## config.mk

```make
export PLATFORM = sky130hd
export DESIGN_NAME = ascon_out_serializer_flat
export DESIGN_NICKNAME = d
export VERILOG_FILES = /design/src/rtl/ascon_pkg.sv /design/src/rtl/ascon_out_serializer_if.sv /design/src/rtl/ascon_piso.sv /design/src/rtl/ascon_out_serializer.sv /design/src/flat_wrapper.sv
export SDC_FILE = /design/constraint.sdc
export NUM_CORES = 1
export LEC_CHECK = 0
export CAP_MARGIN = 15
export CELL_PAD_IN_SITES_DETAIL_PLACEMENT = 0
export CELL_PAD_IN_SITES_GLOBAL_PLACEMENT = 1
export CORE_ASPECT_RATIO = 1.5
export CORE_MARGIN = 3
export CORE_UTILIZATION = 33
export CTS_BUF_LIST = sky130_fd_sc_hd__clkbuf_4 sky130_fd_sc_hd__clkbuf_8 sky130_fd_sc_hd__clkbuf_16
export CTS_CLUSTER_DIAMETER = 80
export DETAILED_ROUTE_END_ITERATION = 6
export GPL_TIMING_DRIVEN = 0
export PLACE_DENSITY = 0.88
export SLEW_MARGIN = 20
export SYNTH_ARGS = -nofsm -noshare
export SYNTH_HDL_FRONTEND = slang
export SYNTH_SLANG_ARGS = --single-unit
```

## constraint.sdc

```tcl
create_clock -name clk -period 2.8 [get_ports clk]
set_input_delay 0.42 -clock clk [delete_from_list [all_inputs] [get_ports clk]]
set_output_delay 0.42 -clock clk [all_outputs]
set_load 0.05 [all_outputs]
```

## src/rtl/ascon_pkg.sv

```systemverilog
// ascon_pkg: shared types and constants for the ASCON output serializer.
//   state_t : serializer FSM states (IDLE, LEAD, SHIFT, DONE)
//   TAG_W   : tag width in bits
//   clog2() : ceiling log2, used to size the shift-cycle counter
package ascon_pkg;

  typedef enum logic [1:0] {
    S_IDLE  = 2'd0,
    S_LEAD  = 2'd1,
    S_SHIFT = 2'd2,
    S_DONE  = 2'd3
  } state_t;

  localparam int TAG_W = 128;

  function automatic int clog2(input int n);
    int w;
    w = 0;
    for (int v = n - 1; v > 0; v = v >> 1) w++;
    return w;
  endfunction

endpackage

```

## src/rtl/ascon_out_serializer_if.sv

```systemverilog
// ascon_out_serializer_if: parallel result bus from the ASCON core to the
// output serializer.
//   core_donexSI    : one-cycle completion pulse
//   core_decxSI     : decrypt flag, valid with core_donexSI
//   core_dataxDI    : Y-bit plaintext/ciphertext, bit 0 transmitted first
//   core_tagxDI     : 128-bit tag computed by the core
//   expected_tagxDI : received tag, compared only with ASCON_TAG_CHECK_EN
// Modports: master = ASCON core side, slave = serializer side.
interface ascon_out_serializer_if
  import ascon_pkg::*;
#(
  parameter int Y = 104
) ();

  logic             core_donexSI;
  logic             core_decxSI;
  logic [Y-1:0]     core_dataxDI;
  logic [TAG_W-1:0] core_tagxDI;
  logic [TAG_W-1:0] expected_tagxDI;

  modport master (
    output core_donexSI, core_decxSI, core_dataxDI, core_tagxDI, expected_tagxDI
  );

  modport slave (
    input core_donexSI, core_decxSI, core_dataxDI, core_tagxDI, expected_tagxDI
  );

endinterface

```

## src/rtl/ascon_piso.sv

```systemverilog
// ascon_piso: parallel-load, LSB-first shift register. Zeros shift in from
// the top, so bits beyond W read back as 0 once the word is exhausted.
//   clk, rst : clock, synchronous active-high reset
//   load     : capture din (has priority over shift)
//   shift    : shift right by one
//   din      : parallel load value
//   lsb      : current bit 0 of the register
module ascon_piso #(
  parameter int W = 8
) (
  input  logic         clk,
  input  logic         rst,
  input  logic         load,
  input  logic         shift,
  input  logic [W-1:0] din,
  output logic         lsb
);

  logic [W-1:0] sr;

  // NOTE: sequential state is assigned with <= so every register samples
  // pre-edge values; the shadow word is also reset so a transfer never
  // leaks bits from a result captured before reset.
  always_ff @(posedge clk) begin
    if (rst) begin
      sr <= '0;
    end else if (load) begin
      sr <= din;
    end else if (shift) begin
      sr <= sr >> 1;
    end
  end

  assign lsb = sr[0];

endmodule

```

## src/rtl/ascon_out_serializer.sv

```systemverilog
// ascon_out_serializer: captures the ASCON core result on core_donexSI and
// shifts data and tag out bit-serially, LSB first, on two GPIO lines.
// Optional feature macro: ASCON_TAG_CHECK_EN (decrypt tag comparison and
// plaintext suppression on mismatch).
//   clk, rst        : clock, synchronous active-high reset
//   core            : result bus (slave modport)
//   output_dataxSO  : serial data line
//   tagxSO          : serial tag line
//   ascon_readyxSO  : result captured, being or already delivered
//   busyxSO         : in LEAD or SHIFT
//   overrunxSO      : sticky, completion pulse seen while busy
//   tag_okxSO       : decryption tag matched
// All outputs are registered.
module ascon_out_serializer
  import ascon_pkg::*;
#(
  parameter int Y    = 104,
  parameter int LEAD = 4
) (
  input  logic                   clk,
  input  logic                   rst,
  ascon_out_serializer_if.slave  core,
  output logic                   output_dataxSO,
  output logic                   tagxSO,
  output logic                   ascon_readyxSO,
  output logic                   busyxSO,
  output logic                   overrunxSO,
  output logic                   tag_okxSO
);

  localparam int               N         = (Y > TAG_W) ? Y : TAG_W;
  localparam int               CNT_W     = clog2(N);
  localparam logic [CNT_W-1:0] CNT_LAST  = CNT_W'(N - 1);
  localparam logic [3:0]       LEAD_LAST = (LEAD == 0) ? 4'd0 : 4'(LEAD - 1);
  // With no lead-in, bit 0 leaves on the capture edge itself, so the shift
  // registers are loaded already advanced by one position.
  localparam bit               DIRECT    = (LEAD == 0);

  state_t           state;
  logic [CNT_W-1:0] cnt;
  logic [3:0]       lead_cnt;
  logic             suppress;

  logic             capture;
  logic             piso_shift;
  logic             data_lsb;
  logic             tag_lsb;
  logic             cap_tag_ok;
  logic             cap_suppress;
  logic [Y-1:0]     data_load;
  logic [TAG_W-1:0] tag_load;

  assign capture    = core.core_donexSI && (state == S_IDLE || state == S_DONE);
  assign piso_shift = (state == S_LEAD  && lead_cnt == LEAD_LAST) ||
                      (state == S_SHIFT && cnt != CNT_LAST);
  assign data_load  = DIRECT ? (core.core_dataxDI >> 1) : core.core_dataxDI;
  assign tag_load   = DIRECT ? (core.core_tagxDI  >> 1) : core.core_tagxDI;

  // NOTE: every signal assigned here gets a default first so no latch is
  // inferred when the feature macro removes the assignments below.
  always_comb begin
    cap_tag_ok   = 1'b0;
    cap_suppress = 1'b0;
`ifdef ASCON_TAG_CHECK_EN
    cap_tag_ok   = core.core_decxSI && (core.core_tagxDI == core.expected_tagxDI);
    cap_suppress = core.core_decxSI && (core.core_tagxDI != core.expected_tagxDI);
`endif
  end

`ifndef ASCON_TAG_CHECK_EN
  logic unused_tag_check_inputs;
  assign unused_tag_check_inputs = ^{core.core_decxSI, core.expected_tagxDI};
`endif

  ascon_piso #(.W(Y)) u_data_piso (
    .clk   (clk),
    .rst   (rst),
    .load  (capture),
    .shift (piso_shift),
    .din   (data_load),
    .lsb   (data_lsb)
  );

  ascon_piso #(.W(TAG_W)) u_tag_piso (
    .clk   (clk),
    .rst   (rst),
    .load  (capture),
    .shift (piso_shift),
    .din   (tag_load),
    .lsb   (tag_lsb)
  );

  always_ff @(posedge clk) begin
    if (rst) begin
      state          <= S_IDLE;
      cnt            <= '0;
      lead_cnt       <= '0;
      suppress       <= 1'b0;
      output_dataxSO <= 1'b0;
      tagxSO         <= 1'b0;
      ascon_readyxSO <= 1'b0;
      busyxSO        <= 1'b0;
      overrunxSO     <= 1'b0;
      tag_okxSO      <= 1'b0;
    end else begin
      case (state)
        S_IDLE, S_DONE: begin
          output_dataxSO <= 1'b0;
          tagxSO         <= 1'b0;
          if (core.core_donexSI) begin
            ascon_readyxSO <= 1'b1;
            busyxSO        <= 1'b1;
            tag_okxSO      <= cap_tag_ok;
            suppress       <= cap_suppress;
            cnt            <= '0;
            lead_cnt       <= '0;
            if (DIRECT) begin
              state          <= S_SHIFT;
              output_dataxSO <= core.core_dataxDI[0] & ~cap_suppress;
              tagxSO         <= core.core_tagxDI[0];
            end else begin
              state <= S_LEAD;
            end
          end
        end

        S_LEAD: begin
          if (core.core_donexSI) overrunxSO <= 1'b1;
          if (lead_cnt == LEAD_LAST) begin
            state          <= S_SHIFT;
            cnt            <= '0;
            output_dataxSO <= data_lsb & ~suppress;
            tagxSO         <= tag_lsb;
          end else begin
            lead_cnt <= lead_cnt + 4'd1;
          end
        end

        S_SHIFT: begin
          if (core.core_donexSI) overrunxSO <= 1'b1;
          if (cnt == CNT_LAST) begin
            state          <= S_DONE;
            busyxSO        <= 1'b0;
            output_dataxSO <= 1'b0;
            tagxSO         <= 1'b0;
          end else begin
            cnt            <= cnt + CNT_W'(1);
            output_dataxSO <= data_lsb & ~suppress;
            tagxSO         <= tag_lsb;
          end
        end

        default: state <= S_IDLE;
      endcase
    end
  end

endmodule

```

## src/flat_wrapper.sv

```systemverilog
// flat-port wrapper written by rule: the top's interface ports become plain ports
module ascon_out_serializer_flat import ascon_pkg::*;
#(
  parameter int Y    = 104,
  parameter int LEAD = 4
)
  (clk, rst, output_dataxSO, tagxSO, ascon_readyxSO, busyxSO, overrunxSO, tag_okxSO, core_core_donexSI, core_core_decxSI, core_core_dataxDI, core_core_tagxDI, core_expected_tagxDI);
  ascon_out_serializer_if #(.Y(Y)) core_i ();
  input  logic clk;
  input  logic rst;
  output logic output_dataxSO;
  output logic tagxSO;
  output logic ascon_readyxSO;
  output logic busyxSO;
  output logic overrunxSO;
  output logic tag_okxSO;
  input wire logic [$bits(core_i.core_donexSI)-1:0] core_core_donexSI;
  input wire logic [$bits(core_i.core_decxSI)-1:0] core_core_decxSI;
  input wire logic [$bits(core_i.core_dataxDI)-1:0] core_core_dataxDI;
  input wire logic [$bits(core_i.core_tagxDI)-1:0] core_core_tagxDI;
  input wire logic [$bits(core_i.expected_tagxDI)-1:0] core_expected_tagxDI;
  assign core_i.core_donexSI = core_core_donexSI;
  assign core_i.core_decxSI = core_core_decxSI;
  assign core_i.core_dataxDI = core_core_dataxDI;
  assign core_i.core_tagxDI = core_core_tagxDI;
  assign core_i.expected_tagxDI = core_expected_tagxDI;
  ascon_out_serializer #(.Y(Y), .LEAD(LEAD)) u_core (.clk(clk), .rst(rst), .core(core_i), .output_dataxSO(output_dataxSO), .tagxSO(tagxSO), .ascon_readyxSO(ascon_readyxSO), .busyxSO(busyxSO), .overrunxSO(overrunxSO), .tag_okxSO(tag_okxSO));
endmodule
```

Word-level counts from Yosys, hierarchy flattened
Cells that the tools add are included.
{"block": "word_totals", "reg_bits": 250, "latch_bits": 0, "ramBits": 0, "romBits": 0, "out_inout_bits": 6, "mem_count": 0}
{"block": "op_classes", "addsub": 2, "mul": 0, "div_mod_pow": 0, "n_lt_le_gt_ge": 0, "n_eq_ne": 11, "n_shift": 0, "mux": 24, "bitwise": 0, "reduce_logical": 17}
{"op": "128-bit 2-to-1 mux", "n": 2}
{"op": "104-bit 2-to-1 mux", "n": 2}
{"op": "7-bit 2-to-1 mux", "n": 3}
{"op": "7-bit one-hot mux with 3 select lines", "n": 1}
{"op": "3-bit AND reduction", "n": 4}
{"op": "2-bit != test (second input constant)", "n": 5}
{"op": "4-bit 2-to-1 mux", "n": 2}
{"op": "4-bit one-hot mux with 2 select lines", "n": 1}
{"op": "7-bit by 1-bit adder with 7-bit output (second input constant)", "n": 1}
{"op": "7-bit equality test (second input constant)", "n": 1}
{"op": "7-bit != test (second input constant)", "n": 1}
{"op": "1-bit 2-to-1 mux", "n": 6}
{"op": "2-bit 2-to-1 mux", "n": 3}
{"op": "1-bit one-hot mux with 3 select lines", "n": 2}
{"op": "2-bit one-hot mux with 3 select lines", "n": 1}
{"op": "2-bit nonzero test", "n": 3}
{"op": "4-bit by 1-bit adder with 4-bit output (second input constant)", "n": 1}
{"op": "2-bit equality test (second input constant)", "n": 2}
{"op": "4-bit by 2-bit equality test with 1-bit output (second input constant)", "n": 1}
{"op": "2-bit AND reduction", "n": 2}
{"op": "2-bit OR reduction", "n": 2}
{"op": "1-bit logical AND", "n": 3}
{"op": "2-bit by 1-bit equality test with 1-bit output (second input constant)", "n": 1}
{"op": "2-bit zero test", "n": 1}
{"op": "2 further kinds", "n": 3}

Longest topological paths before layout
Gate-level depths: netlist (run 1).
{"block": "depth", "word_depth": 5, "ltp_mapped": 9, "mapped_depth_nobuf": 6}

Cells and area by module
From an unflattened synthesis (run 1), not the netlist that was laid out.
{"block": "hier_totals", "cells_unflattened": 1139, "area_unflattened_um2": 11951.5}
{"module": "ascon_piso (u_core.u_tag_piso)", "n_inst": 1, "cells_per_inst": 568, "area_per_inst_um2": 6143.4}
{"module": "ascon_piso (u_core.u_data_piso)", "n_inst": 1, "cells_per_inst": 463, "area_per_inst_um2": 4854.7}
{"module": "ascon_out_serializer", "n_inst": 1, "cells_per_inst": 108, "area_per_inst_um2": 953.4}

Worst setup path after synthesis (run 1)
OpenSTA, ideal clock, no wires.
{"block": "synth_path", "kind": "register -> register", "from": "register u_core.state[0]", "to": "register u_core.u_tag_piso.sr[111]", "arrival_ns": 1.861, "setup_slack_ns": 0.848, "stages_incl_launch_ff": 10, "path_buffers": 3, "synth_period_minus_slack_ns": 1.952, "path_cell_list": "dfxtp_1 inv_1 ha_1 and2_1 buf_2 nor2_1 nand2_2 buf_2 buf_2 a311oi_1"}
{"block": "synth_via", "elab_chain_len": 4, "elab_cells_between_ends": 11, "classes_between": "eq/ne: 3; mux: 1; reduce/logical: 7"}
{"element": "start, declared", "line": "ascon_out_serializer.sv:39", "rtl": "state_t state;"}
{"element": "start signal, assigned", "line": "ascon_out_serializer.sv:95", "rtl": "state <= S_IDLE;"}
{"element": "start signal, assigned", "line": "ascon_out_serializer.sv:118", "rtl": "state <= S_SHIFT;"}
{"element": "start signal, assigned", "line": "ascon_out_serializer.sv:122", "rtl": "state <= S_LEAD;"}
{"element": "2-bit equality test (tied with other cells)", "line": "ascon_out_serializer.sv:53", "rtl": "assign capture = core.core_donexSI && (state == S_IDLE || state == S_DONE);"}
{"element": "1-bit logical OR (tied with other cells)", "line": "ascon_out_serializer.sv:53"}
{"element": "1-bit logical AND / 1-bit logical OR (equally long branches)", "line": "ascon_out_serializer.sv:53, ascon_out_serializer.sv:54"}
{"element": "128-bit 2-to-1 mux / 2-bit nonzero test (equally long branches)"}
{"element": "end signal, assigned", "line": "ascon_piso.sv:28", "rtl": "sr <= din;"}
{"element": "end signal, assigned", "line": "ascon_piso.sv:30", "rtl": "sr <= sr >> 1;"}
{"element": "end, declared", "line": "ascon_piso.sv:19", "rtl": "logic [W-1:0] sr;"}
Several ways; a longest one is shown, not always the timed one.
A chain may end at the register's enable or synchronous reset.

Worst setup path after layout (run 1)
{"block": "layout_path", "from": "register u_core.state[0]", "to": "register u_core.u_tag_piso.sr[121]"}
Same word-level chain as after synthesis.

==> results of run 1 <==
layout make-up:
| cell class | instances | area (um2) | share of cell area [%] |
|---|---|---|---|
| diodes | 4 | 10.01 | 0.06578 |
| repair buffers | 238 | 2382 | 15.66 |
| inverters | 4 | 15.01 | 0.09868 |
| flip-flops and latches | 250 | 5005 | 32.89 |
| plain buffers | 159 | 744.5 | 4.893 |
| multi-input cells | 1007 | 5669 | 37.26 |
| clock buffers | 37 | 788.3 | 5.181 |
| well taps | 420 | 525.5 | 3.454 |
| clock inverters | 9 | 76.32 | 0.5016 |
cells in the final DEF, fill, tap and decap left out, types with 2 or more instances in the layout:
cell and instances:
nand4_1 2, o211ai_1 3, nor4_1 2, nor2b_1 2
clkbuf_16 27, a21oi_1 13, and2_1 2, a32oi_1 2
o21ai_0 4, nor3_2 18, clkinv_2 6, ha_1 5
a311oi_1 213, buf_1 2, a311oi_2 18, clkdlybuf4s50_1 238
clkbuf_2 2, buf_6 2, buf_2 68, clkbuf_4 5
xnor2_1 2, dfxtp_1 250, inv_1 4, clkbuf_1 73
diode_2 4, nor2_1 12, nand2_1 464, clkbuf_8 6
buf_4 11, a41oi_1 2, nand3_1 5, a31oi_1 3
nor3_1 217
metal layers:
metal  GRT usage, %  vias up
met1          21.83     5386
li1               -     5712
met4          6.833        2
met3          3.434       60
met2          32.62      358
met5              0        -
registers in the layout (all words and copies together) (netlist names), 2 cells and up:
register               cells
u_core.u_tag_piso.sr     128
u_core.u_data_piso.sr    104
u_core.cnt                 7
u_core.lead_cnt            4
u_core.state               2
power by group through the flow:
stage	sequential (uW)	clock (uW)	combinational, uW
2_1_floorplan	6200	0	5010
3_3_place_gp	6320	0	6610
3_5_place_dp	6370	0	6790
4_1_cts	6330	3600	6810
5_1_grt	6550	3720	7630
6_report	6350	3510	6780
per-stage QoR:
stage                     hold slack [ns]  area, um2  total power (uW)  instances  setup WS [ns]
after floorplan                    0.4643      11430             11210       1420         0.8483
after global placement             0.4566      14340             12920       2078      -0.007531
after detailed placement           0.4639      14340             13160       2078       -0.01067
after CTS                          0.4293      15200             16740       2124         0.1129
after global routing               0.4584      15210             17890       2127       0.002898
final                              0.4618      15220             16640       2128         0.2621
worst max-delay path, cell delays in order, from the launching register on:
cell and delay [ns]:
dfxtp_1 0.38, inv_1 0.06, ha_1 0.36, and2_1 0.15, buf_2 0.33, nor2_1 0.15, nand2_2 0.16, buf_2 0.29
buf_2 0.35, a311oi_2 0.15
worst max path at each step:
stage,startpoint,end,slack [ns]
2_1_floorplan,u_core.state[0]$_SDFFE_PP0P_,u_core.u_tag_piso.sr[111]$_SDFFE_PP0P_,0.85
3_3_place_gp,core_core_donexSI,u_core.u_data_piso.sr[90]$_SDFFE_PP0P_,-0.008
3_5_place_dp,core_core_donexSI,u_core.u_data_piso.sr[90]$_SDFFE_PP0P_,-0.01
4_1_cts,u_core.state[0]$_SDFFE_PP0P_,u_core.u_data_piso.sr[90]$_SDFFE_PP0P_,0.11
5_1_grt,u_core.state[0]$_SDFFE_PP0P_,u_core.u_data_piso.sr[90]$_SDFFE_PP0P_,0.003
6_report,u_core.state[0]$_SDFFE_PP0P_,u_core.u_tag_piso.sr[121]$_SDFFE_PP0P_,0.26
logic make-up (layout without fill, tap and decap cells):
family | Yosys count | after routing | synth area share, %
other cells | 1 | 5 | 0.03281
mux | 1 | 1 | 0.08759
buf+inv | 163 | 447 | 6.602
fa+ha+maj | 5 | 5 | 0.5474
xor+xnor | 2 | 2 | 0.1533
flops | 250 | 250 | 43.79
simple gates | 734 | 734 | 28.20
compound gates | 264 | 264 | 20.58
repair_timing:
action / 4_1_cts / 5_1_grt
endpoints found under the setup margin: 0 / 12
endpoints found under the hold margin: 0 / 0
resized for setup: 0 / 5
==> results.tsv, run 1 <==
metric	value	unit
most common cell in the netlist	nand2_1	
DR WL met3	2466	um
Worst VDD drop	0.4478	mV
Global Route Usage Sum	18.35	%
pin count of the biggest net entering global routing	14	
crit end category	register	
maximum buffer depth of the clock tree	3	
clock latency on the worst-skew pair	0.53	ns
Slew @ Worst Pin	0.7451	ns
Synth top area share	43.79	%
Max-slew headroom	50.33	%
Hold EP	u_core.u_tag_piso.sr[20]$_SDFFE_PP0P_	
cells taking the most area after synthesis	dfxtp_1 (44%), a311oi_1 (16%), nand2_1 (15%), nor3_1 (9.5%), buf_2 (3.0%)	
Root Driver	clkbuf_16	
Worst EP arrival	2.92	ns
gr ovfl total	0	
post-layout util	45.08	%
gpl congestion	0.8608	
run status	finished clean	
syn avg cell area	8.048	um2
WL/cell	16.65	um
IO Count	370	
P_leak	0.005327	uW
Tcrit/Tclk final	90.64	%
sw frac	38.94	%
CTS Hold Bufs	0	
initial antenna violation count	4	
post-synthesis sequential area ratio	43.79	%
post-synth top area cell	dfxtp_1	
register bit count reported by yosys	250	
r2r endpoint	u_core.u_tag_piso.sr[121]$_SDFFE_PP0P_	
internal power	10160	uW
CTS clk-pin slew, worst paths	0.06	ns
Tmin final	2.538	ns
Setup crit start kind	register	
CTS Buf Count	26	
crit-path max FO	10	
Mapped Nets	1789	
Initial DRC Count	522	
std cell rows	82	
Unique masters post-synth	44	
share of layout cells above drive strength 1	10.04	%
Reg2Reg Depth	9	
P per Cell Area	1093	nW/um2
Combinational Power Share	40.8	%
worst min path class	primary input to register	
CP Class	register to register	
WHS Path Cells	3	
Die X	157.9	um
Via-to-Cell Ratio	5.413	
vias in the first global route	11550	
H-tree Lvls	1	
Commonest cells post-synth	nand2_1 (464), dfxtp_1 (250), nor3_1 (217)	
TritonCTS clock tree	yes	
drt pass-1 iters	5	
Core Box Area	33750	um2
final antenna-violating net count	0	
M1 wire length	14430	um
fill count	3321	
met2 WL	17490	um
setup TNS	0	ns
fraction of registers with async set/reset	0	%
Yosys Warn Count	0	
R2R Setup Slk	0.26	ns
post-CTS setup buffers	0	
Detailed Place HPWL	25930	um
synthesized area	11430	um2
Top Layer Used	met5	
Die ar.	36950	um2
Flop pwr share	38.2	%
worst clock skew	0.006343	ns
Remaining DRCs	0	
layout net count	2055	
first-pass GRT wire length	56310	um
Critical Path RT	3.18	ns
Sink Count	250	
RSZ-0062 raised after global routing	false	
Post-Syn Instances	1420	
drt total wl	35430	um
Hold Vio Cnt, Final	0	
count of final max-slew check failures	0	
IO Port Bufs	238	
P&R area growth vs syn	33.14	%
maxcap violations	0	
worst r2r src	u_core.state[0]$_SDFFE_PP0P_	
hold_sp	core_core_tagxDI[20]	
Initial Util	33.86	%
NetSw	6479	uW
vias	11520	
Die H	233.9	um
Post-synth EDFFs	0	
clock network fraction of total power	21.1	%
Post-synth top flop	dfxtp_1	
FMAX	394.0	MHz
# setup viols final	0	
Note: power is estimated with default switching activity, not from simulation.
==> run 2: changes to the inputs <==
ABC_AREA = 1   (was not set)
CORE_UTILIZATION = 32   (was 33)
PLACE_DENSITY = 0.9   (was 0.88)
==> run 2 against run 1 <==
- die area grew 5.2%
- largest cell class unchanged
- sequential share of layout area shrank 0.78 points
- core utilization shrank 1.7 points
- power grew 0.25%
- clock-buffer cell count grew 6
- clock skew grew 0.010 ns
- final cell count grew 25%
- non-clock buffer count shrank 31
- first-iteration DRC count grew 31%
- synthesized area grew 2.2%
==> results.tsv, run 2 <==
metric	value	unit
cells taking the most area after synthesis	dfxtp_1 (43%), nand2_1 (23%), nor2_1 (15%), o21ai_0 (8.0%), clkbuf_1 (2.7%)	
internal power	9661	uW
Post-synth EDFFs	0	
post-route design area	15590	um2
RSZ-0062 raised after global routing	false	
commonest non-fill, non-tap cell in the layout	nand2_1	
worst min path class	primary input to register	
mux share of post-synthesis cell area	0	%
# setup viols final	0	
gr ovfl total	0	
WHS Path Cells	2	
clock latency on the worst-skew pair	0.54	ns
Reg2Reg Depth	9	
run status	finished clean	
syn avg cell area	6.169	um2
R2R Setup Slk	0.24	ns
TritonCTS clock tree	yes	
final antenna-violating net count	0	
FMAX	390.1	MHz
share of layout cells above drive strength 1	4.541	%
synthesized area	11680	um2
clock network fraction of total power	22.0	%
fill count	3890	
WL/cell	13.22	um
most common cell in the netlist	nand2_1	
Die H	240.0	um
Initial DRC Count	685	
maximum buffer depth of the clock tree	3	
NetSw	7017	uW
first-pass GRT wire length	55900	um
crit-path max FO	10	
Initial Util	32.49	%
vias	12210	
Mapped Nets	2262	
drt total wl	35180	um
Die X	162.0	um
combinational family with the most area after synthesis	simple AND/OR/NAND/NOR gates	
count of final max-slew check failures	0	
final hold slack	0.2633	ns
r2r endpoint	u_core.u_data_piso.sr[3]$_SDFFE_PP0P_	
Setup crit start kind	register	
Worst VDD drop	0.4105	mV
Root Driver	clkbuf_16	
Remaining DRCs	0	
Synth top area share	42.86	%
P per Cell Area	1070	nW/um2
Critical Path RT	3.27	ns
Sink Count	250	
top flop regs	u_core.u_tag_piso.sr x128, u_core.u_data_piso.sr x104, u_core.cnt x7	
register bit count reported by yosys	250	
crit end category	register	
Largest register FFs	128	
Detailed Place HPWL	25460	um
most frequent cells in the layout	nand2_1 (731), nor2_1 (478), dfxtp_1 (250), clkdlybuf4s50_1 (238), o21ai_0 (187)	
Global Route Usage Sum	17.36	%
maxcap violations	0	
post-CTS setup buffers	0	
CTS clk-pin slew, worst paths	0.06	ns
CP Class	register to register	
pin count of the biggest net entering global routing	14	
Combinational Power Share	45.0	%
drt pass-1 iters	4	
Post-Syn Instances	1893	
worst r2r src	u_core.state[0]$_SDFFE_PP0P_	
Hold EP	u_core.state[1]$_SDFFE_PP0P_	
P_leak	0.007309	uW
layout net count	2529	
initial antenna violation count	5	
CTS Hold Bufs	0	
P&R area growth vs syn	33.48	%
# resized after CTS	1	
post-layout util	43.36	%
gpl congestion	0.8149	
sw frac	42.07	%
Unique masters post-synth	27	
Top reg by flops	u_core.u_tag_piso.sr	
CTS Buf Count	27	
Yosys Warn Count	0	
Core Box Area	35950	um2
fraction of registers with async set/reset	0	%
vias in the first global route	11390	
H-tree Lvls	1	
Post-synth top flop	dfxtp_1	
xor-xnor portion of the synthesized cell area	0.07500	%
Slew @ Worst Pin	0.9070	ns
Die ar.	38870	um2
Tmin final	2.563	ns
post-synth top area cell	dfxtp_1	
Tcrit/Tclk final	91.54	%
IO Count	370	
Area after DPL	14660	um2
Hold Vio Cnt, Final	0	
Synth Area in Adders	0.5357	%
worst clock skew	0.01669	ns
hold_sp	rst	
std cell rows	85	
Flop pwr share	33.0	%
Worst EP arrival	3.04	ns
Via-to-Cell Ratio	4.589	
area fraction in compound gates after synthesis	11.20	%
IO Port Bufs	238	
Max-slew headroom	39.53	%
Post-Synth Simple-Gate Area	39.77	%
Commonest cells post-synth	nand2_1 (731), nor2_1 (478), dfxtp_1 (250)	
post-synthesis sequential area ratio	42.86	%
run 2: cell count changes in the layout (fill, tap and decap cells not counted), sizes merged, moves of 18 or more:
cell    change
nor2      +468
inv        +18
buf        -44
nor3      -235
nand2     +270
o21ai     +230
a311oi    -231
clkbuf     +19
run 2: stage by stage:
stage	total power [uW]	instances	setup TNS, ns	setup slack [ns]
2_1_floorplan	10930	1893	0	1.065
3_3_place_gp	13000	2609	-46.37	-0.5310
3_5_place_dp	13140	2609	-46.49	-0.5318
4_1_cts	16900	2658	0	0.1777
5_1_grt	18300	2661	0	0.01445
6_report	16680	2661	0	0.2368
run 2: how the worst max path moves through the flow:
stage                                                   end                    startpoint  slack (ns)
floorplan             u_core.u_tag_piso.sr[84]$_SDFFE_PP0P_  u_core.state[0]$_SDFFE_PP0P_        1.07
global placement     u_core.u_data_piso.sr[13]$_SDFFE_PP0P_             core_core_donexSI       -0.53
CTS                  u_core.u_data_piso.sr[13]$_SDFFE_PP0P_  u_core.state[0]$_SDFFE_PP0P_        0.18
global route        u_core.u_data_piso.sr[102]$_SDFFE_PP0P_  u_core.state[0]$_SDFFE_PP0P_        0.01
detailed placement   u_core.u_data_piso.sr[13]$_SDFFE_PP0P_             core_core_donexSI       -0.53
finish                u_core.u_data_piso.sr[3]$_SDFFE_PP0P_  u_core.state[0]$_SDFFE_PP0P_        0.24
run 2: power by group through the flow:
stage | sequential (uW) | clock, uW | combinational (uW)
final | 5500 | 3670 | 7500
after global routing | 5660 | 3920 | 8720
after CTS | 5500 | 3790 | 7620
after detailed placement | 5550 | 0 | 7590
after global placement | 5510 | 0 | 7490
after floorplan | 5460 | 0 | 5470
run 2: cells by family after synthesis:
group,after synthesis
simple gates,1227
compound gates,258
flops,250
buf+inv,151
fa+ha+maj,5
xor+xnor,1
other cells,1
run 2: area by class of cell:
cell class                 instances  area, um2  share of cell area (%)
multi-input combinational       1492       6027                   38.67
sequential                       250       5005                   32.11
timing repair buffer             238       2382                   15.28
clock buffer                      43      858.3                   5.507
tap                              478      598.1                   3.837
buffer                           128      561.8                   3.604
inverter                          23      86.33                  0.5539
clock inverter                     6      61.31                  0.3933
antenna                            3      7.507                 0.04816
run 2: critical path: stages, from the launching register on:
cell,delay [ns]
dfxtp_1,0.36
inv_1,0.07
ha_1,0.35
nand2_1,0.26
clkbuf_1,0.63
clkbuf_1,0.43
nand2_1,0.17
nand2_1,0.10
nor2_1,0.05
nor2_1,0.09
run 2: metal layers:
metal	global-route usage (%)	vias up	wire (um)
met1	21.05	5498	15140
met4	5.846	4	915
met5	0	-	26
li1	-	6394	-
met2	31.09	262	17480
met3	2.878	54	1617
